## src/rtl/gray_pkg.sv

```systemverilog
// Shared constants, FSM state type and saturation helpers for the gray packer.
package gray_pkg;

    localparam int PIX_W     = 8;
    localparam int GRAY_IN_W = 9;
    localparam int WORD_W    = 32;

    localparam logic [PIX_W-1:0] GRAY_MAX = 8'hFF;

    typedef enum logic {
        IDLE = 1'b0,
        PACK = 1'b1
    } state_t;

    // True when the converter result does not fit in an 8-bit pixel.
    function automatic logic gray_over(input logic [GRAY_IN_W-1:0] x);
        return (x > {1'b0, GRAY_MAX});
    endfunction

    // Clamp a 9-bit converter result to the 8-bit pixel range.
    function automatic logic [PIX_W-1:0] sat8(input logic [GRAY_IN_W-1:0] x);
        if (gray_over(x)) begin
            return GRAY_MAX;
        end
        return x[PIX_W-1:0];
    endfunction

endpackage

```

## src/rtl/gray_out_reg.sv

```systemverilog
// Single-entry valid/ready output register carrying a packed word, its lane
// enables and the end-of-frame flag. Contents are frozen while stalled.
module gray_out_reg #(
    parameter int DATA_W = 32,
    parameter int KEEP_W = 4
) (
    input  logic              clk,
    input  logic              rst_n,
    input  logic              load,
    input  logic [DATA_W-1:0] load_data,
    input  logic [KEEP_W-1:0] load_keep,
    input  logic              load_last,
    input  logic              ready,
    output logic              valid,
    output logic [DATA_W-1:0] data,
    output logic [KEEP_W-1:0] keep,
    output logic              last,
    output logic              stall
);

    // A held word that the consumer is refusing blocks any new load.
    assign stall = valid && !ready;

    // Load a new word when empty or draining; otherwise drop valid on drain.
    always_ff @(posedge clk or negedge rst_n) begin
        if (!rst_n) begin
            valid <= 1'b0;
            data  <= '0;
            keep  <= '0;
            last  <= 1'b0;
        end else if (load && !stall) begin
            valid <= 1'b1;
            data  <= load_data;
            keep  <= load_keep;
            last  <= load_last;
        end else if (ready) begin
            valid <= 1'b0;
        end
    end

endmodule

```

## src/rtl/gray_packer.sv

```systemverilog
// Saturates 9-bit gray pixels to 8 bits and packs four per 32-bit output
// word, flushing a partial final word with keep bits and marking frame end.
module gray_packer
    import gray_pkg::*;
#(
    parameter int PIX_PER_WORD = 4,
    parameter int CNT_W        = 16
) (
    input  logic                    s00_axi_aclk,
    input  logic                    s00_axi_aresetn,
    input  logic [CNT_W-1:0]        frame_len,
    input  logic                    pix_valid,
    output logic                    pix_ready,
    input  logic [GRAY_IN_W-1:0]    pix_data,
    output logic                    out_valid,
    input  logic                    out_ready,
    output logic [WORD_W-1:0]       out_data,
    output logic [PIX_PER_WORD-1:0] out_keep,
    output logic                    out_last,
    output logic                    frame_done,
    output logic                    sat_seen
);

    localparam int LANE_W = (PIX_PER_WORD > 1) ? $clog2(PIX_PER_WORD) : 1;

    state_t                  state;
    logic [CNT_W-1:0]        len_q;
    logic [CNT_W-1:0]        pix_cnt;
    logic [CNT_W-1:0]        next_cnt;
    logic [LANE_W-1:0]       lane_cnt;
    logic [WORD_W-1:0]       pack_q;
    logic [WORD_W-1:0]       word;
    logic [PIX_PER_WORD-1:0] word_keep;
    logic [PIX_W-1:0]        pix_sat;
    logic                    pix_acc;
    logic                    lane_full;
    logic                    frame_end;
    logic                    word_done;
    logic                    stall;

    // Pixels are only taken while packing and while the output is not blocked.
    assign pix_ready = (state == PACK) && !stall;
    assign pix_acc   = pix_valid && pix_ready;
    assign pix_sat   = sat8(pix_data);
    assign next_cnt  = pix_cnt + CNT_W'(1);
    assign lane_full = (lane_cnt == LANE_W'(PIX_PER_WORD - 1));
    assign frame_end = (next_cnt == len_q);
    assign word_done = pix_acc && (lane_full || frame_end);

    // Merge the incoming pixel into its lane; lanes above it stay zero.
    always_comb begin
        word      = pack_q;
        word_keep = '0;
        for (int i = 0; i < PIX_PER_WORD; i++) begin
            if (LANE_W'(i) == lane_cnt) begin
                word[i*PIX_W +: PIX_W] = pix_sat;
            end
            word_keep[i] = (LANE_W'(i) <= lane_cnt);
        end
    end

    // Frame FSM: latch the length on entry, fill lanes, return to IDLE at frame end.
    always_ff @(posedge s00_axi_aclk or negedge s00_axi_aresetn) begin
        if (!s00_axi_aresetn) begin
            state    <= IDLE;
            len_q    <= '0;
            pix_cnt  <= '0;
            lane_cnt <= '0;
            pack_q   <= '0;
        end else begin
            case (state)
                IDLE: begin
                    if ((frame_len != '0) && !stall) begin
                        len_q    <= frame_len;
                        pix_cnt  <= '0;
                        lane_cnt <= '0;
                        pack_q   <= '0;
                        state    <= PACK;
                    end
                end
                PACK: begin
                    if (pix_acc) begin
                        pix_cnt <= next_cnt;
                        if (word_done) begin
                            lane_cnt <= '0;
                            pack_q   <= '0;
                        end else begin
                            lane_cnt <= lane_cnt + LANE_W'(1);
                            pack_q   <= word;
                        end
                        if (frame_end) begin
                            state <= IDLE;
                        end
                    end
                end
                default: state <= IDLE;
            endcase
        end
    end

    // Sticky saturation flag and the end-of-frame pulse after the last word drains.
    always_ff @(posedge s00_axi_aclk or negedge s00_axi_aresetn) begin
        if (!s00_axi_aresetn) begin
            sat_seen   <= 1'b0;
            frame_done <= 1'b0;
        end else begin
            sat_seen   <= sat_seen || (pix_acc && gray_over(pix_data));
            frame_done <= out_valid && out_ready && out_last;
        end
    end

    gray_out_reg #(
        .DATA_W (WORD_W),
        .KEEP_W (PIX_PER_WORD)
    ) u_out_reg (
        .clk       (s00_axi_aclk),
        .rst_n     (s00_axi_aresetn),
        .load      (word_done),
        .load_data (word),
        .load_keep (word_keep),
        .load_last (frame_end),
        .ready     (out_ready),
        .valid     (out_valid),
        .data      (out_data),
        .keep      (out_keep),
        .last      (out_last),
        .stall     (stall)
    );

endmodule
```

## config.mk

```make
export PLATFORM = sky130hd
export DESIGN_NAME = gray_packer
export DESIGN_NICKNAME = d
export VERILOG_FILES = /design/src/rtl/gray_pkg.sv /design/src/rtl/gray_out_reg.sv /design/src/rtl/gray_packer.sv
export SDC_FILE = /design/constraint.sdc
export NUM_CORES = 1
export LEC_CHECK = 0
export BUFFER_PORTS_ARGS = -buffer_cell sky130_fd_sc_hd__buf_2
export CORE_MARGIN = 2
export CORE_UTILIZATION = 60
export CTS_CLUSTER_SIZE = 12
export DETAILED_ROUTE_END_ITERATION = 10
export PLACE_DENSITY = 0.82
export SETUP_SLACK_MARGIN = 0.02
export SYNTH_ARGS = -nofsm -noshare
export SYNTH_HDL_FRONTEND = slang
export SYNTH_SLANG_ARGS = --single-unit
```

## constraint.sdc

```tcl
create_clock -name s00_axi_aclk -period 7.6 [get_ports s00_axi_aclk]
set_input_delay 1.14 -clock s00_axi_aclk [delete_from_list [all_inputs] [get_ports s00_axi_aclk]]
set_output_delay 1.14 -clock s00_axi_aclk [all_outputs]
set_load 0.01 [all_outputs]
```

==> impl_metrics.csv <==
group,metric,value,unit
power_and_ir_drop,p_clk_frac,0.166,
clock_network,h-tree-depth,3,
sta,holdWs,0.4849,ns
setup_path,path_cells,"ha_1, nand4_4, nor4_1, o32a_1, nand4_1, and4bb_1, nand2b_4, mux2_1",
sta,period_needed,3.883,ns
power_and_ir_drop,vdd_ir_drop_max,0.1923,mV
worst_hold_path,hp-class,"register to register",
yosys,ys_seq_area_frac,0.4902,
yosys,synth_area_leaders,"dfrtp_1, mux2_4, a32o_1, nor2_1, mux2_2",
setup_path,end_kind,"register",
final_layout,areaGrowthSynthToFinish,9.689,%
clock_network,clockRootBuffer,"clkbuf_8",
final_layout,multi_input_area,2572,µm²
yosys,synth_nets,524,
sta,finalHoldViolCount,0,
global_route,track_usage,0.2567,
global_route,antenna_found_initial,0,
sta,clock_skew,0.01592,ns
setup_path,crit_path_start_kind,"register",
final_layout,final_area,5992,µm²
floorplan,die_w,99.42,µm
yosys,synth_ff_type,"dfrtp_1",
global_route,grt_max_degree,67,
power_and_ir_drop,p_per_area,368.1,nW/µm²
final_layout,diodes,0,
routing,drc,0,
clock_network,clock_latency,0.37,ns
setup_path,slowest_delay,0.64,ns
floorplan,rows,34,
clock_network,clk_transition_reported_paths,0.11,ns
placement,port-buffer-count,69,
setup_path,critPathKind,"register to register",
global_route,grt_pass1_vias,3928,
yosys,syn_avg_cell_area,11.15,µm²
setup_path,path_max_fanout,36,
sta,min_period_over_period,0.5109,
global_route,grt_pass1_wl,19.99,mm
floorplan,ioPinCount,70,
sta,drv_slew,0,
final_layout,final_nets,574,
yosys,synth-seq-cells,107,
sta,worst_pin_slew,1.256,ns
setup_path,slowest_stage,"and4bb_1",
yosys,ys_warn_count,0,
setup_path,arrival,4.12,ns
clock_network,ctsResizeCount,0,
routing,drt-pass1-iter-count,4,
floorplan,core_area,8763,µm²
placement,place_area,5786,µm²
sta,relSlewSlack,0.1602,
routing,wirelength,12.27,mm
floorplan,dieArea,9883,µm²
clock_network,cts_tree,"done",
power_and_ir_drop,p_leak,0.002726,µW
clock_network,clk_path_buf_depth,2,
clock_network,cts_inserted_buffers,9,
power_and_ir_drop,p_sw_frac,0.3822,
clock_network,cts_setup_buffers,0,
routing,vias,3994,
yosys,ys_types,57,
setup_path,r2r_setup_slack,3.72,ns
yosys,syn_inst,490,
yosys,synth.top_cell.area_share,0.4902,
routing,vias_per_cell,6.116,
routing,drt_iter0_drc,224,
setup_path,cp.required,7.84,ns
placement,gp_congestion,0.9162,
power_and_ir_drop,seqPwrFrac,0.415,
power_and_ir_drop,power.switching,842.8,µW
sta,fmax,0.2575,GHz
power_and_ir_drop,intPower,1363,µW
clock_network,postCtsHoldBufs,0,
final_layout,drive_gt1_frac,0.2697,
floorplan,die_h,99.42,µm
sta,fin_setup_tns,0,ns
sta,rsz0062_at_grt,"no",
global_route,grt_remaining_overflow,0,
routing,wire_per_inst,18.79,µm
floorplan,start_util,0.6234,
status,status,"finished clean",
sta,finalSetupViolCount,0,
placement,hpwl,8.502,mm
final_layout,register_area,2678,µm²
yosys,syn_area,5463,µm²
run,cap_violations,0,
yosys,synth_edf_count,0,
routing,drtAntennaViolNets,0,
final_layout,fillers,647,
clock_network,cts_sinks,107,
power_and_ir_drop,combPwrFrac,0.419,
yosys,yosys.area.top_type,"dfrtp_1",
yosys,async_reset_ff_frac,1.000,
## cell usage after synthesis, types with 7 or more instances
cell,count
o21a_1,9
nand3_1,10
a32o_1,24
nand4_1,7
clkbuf_1,18
o31ai_1,8
dfrtp_1,107
nand2_1,20
a21oi_1,35
mux2_4,26
o21ai_0,24
xor2_1,9
mux2_2,17
xnor2_1,8
buf_2,8
inv_1,8
nor2_1,54
or2_2,8
## worst paths after layout
kind	from	endpoint	cells past startpoint
hold / removal	u_out_reg.keep[0]	u_out_reg.keep[0]	1
setup reg to reg	pix_cnt[0]	u_out_reg.data[1]	8
max in group asynchronous	s00_axi_aresetn	u_out_reg.data[1]	2
hold reg to reg	u_out_reg.keep[0]	u_out_reg.keep[0]	1
min in group asynchronous	s00_axi_aresetn	u_out_reg.data[29]	1
setup / recovery	pix_cnt[0]	u_out_reg.data[1]	8
## worst max-delay path: cells and delay by family, from the launching register on
| family | cells | cell delay, ns |
|---|---|---|
| and+or+nand+nor | 5 | 2.12 |
| DFF | 1 | 0.54 |
| muxes | 1 | 0.40 |
| adders and majority gates | 1 | 0.39 |
| AOI/OAI and AO/OA | 1 | 0.28 |
## cell type report
cell class | count | area share
Tap cell | 108 | 0.02255
Inverter | 8 | 0.005011
Timing Repair Buffer | 72 | 0.06181
Clock buffer | 10 | 0.02130
Sequential cell | 107 | 0.4469
Clock inverter | 6 | 0.01316
Multi-Input combinational cell | 342 | 0.4293
## metal layers
| metal | up-vias | GRT usage | routed length, µm |
|---|---|---|---|
| li1 | 1888 | - | - |
| met1 | 1940 | 0.3176 | 5109 |
| met2 | 142 | 0.4501 | 6272 |
| met3 | 24 | 0.05481 | 617 |
| met4 | 0 | 0.08219 | 272 |
| met5 | - | 0 | 0 |
## power by group through the flow
stage	combinational (µW)	sequential (µW)	clock, µW
floorplan	661	920	0
global placement	893	909	0
detailed placement	921	922	0
CTS	923	913	371
global route	1010	935	396
finish	924	916	366
## through the flow
step	cells	total power, µW	setup WS, ns	utilization
6_report	653	2205	3.717	0.6838
5_1_grt	653	2339	3.431	0.6838
4_1_cts	653	2207	3.734	0.6838
3_5_place_dp	637	1843	3.593	0.6602
3_3_place_gp	637	1802	3.678	0.6602
2_1_floorplan	490	1581	4.247	-
## placed cells by master, fill, tap and decap left out, drive strengths merged, types with 6 or more instances in the layout
cell type  count
dfrtp        107
buf           72
nor2          54
mux2          49
a21oi         35
o21ai         24
a32o          24
nand2         20
inv           12
nand3         11
clkbuf        10
xor2           9
o21a           9
or2            9
xnor2          8
o31ai          8
nand4          8
nor4           7
nor3           7
and2           6
## cell families after synthesis
| group | synth area share |
|---|---|
| fa+ha+maj | 0.01145 |
| buf+inv | 0.03894 |
| xor+xnor | 0.02726 |
| simple gates | 0.1413 |
| compound gates | 0.1665 |
| flops | 0.4902 |
| mux | 0.1244 |
## registers in the layout, indices dropped and copies added (netlist names), 2 cells and up
signal / count
u_out_reg.data: 32
u_out_reg.keep: 4
pack_q: 32
len_q: 16
lane_cnt: 2
pix_cnt: 16
Note: power is estimated with default switching activity, not from simulation.
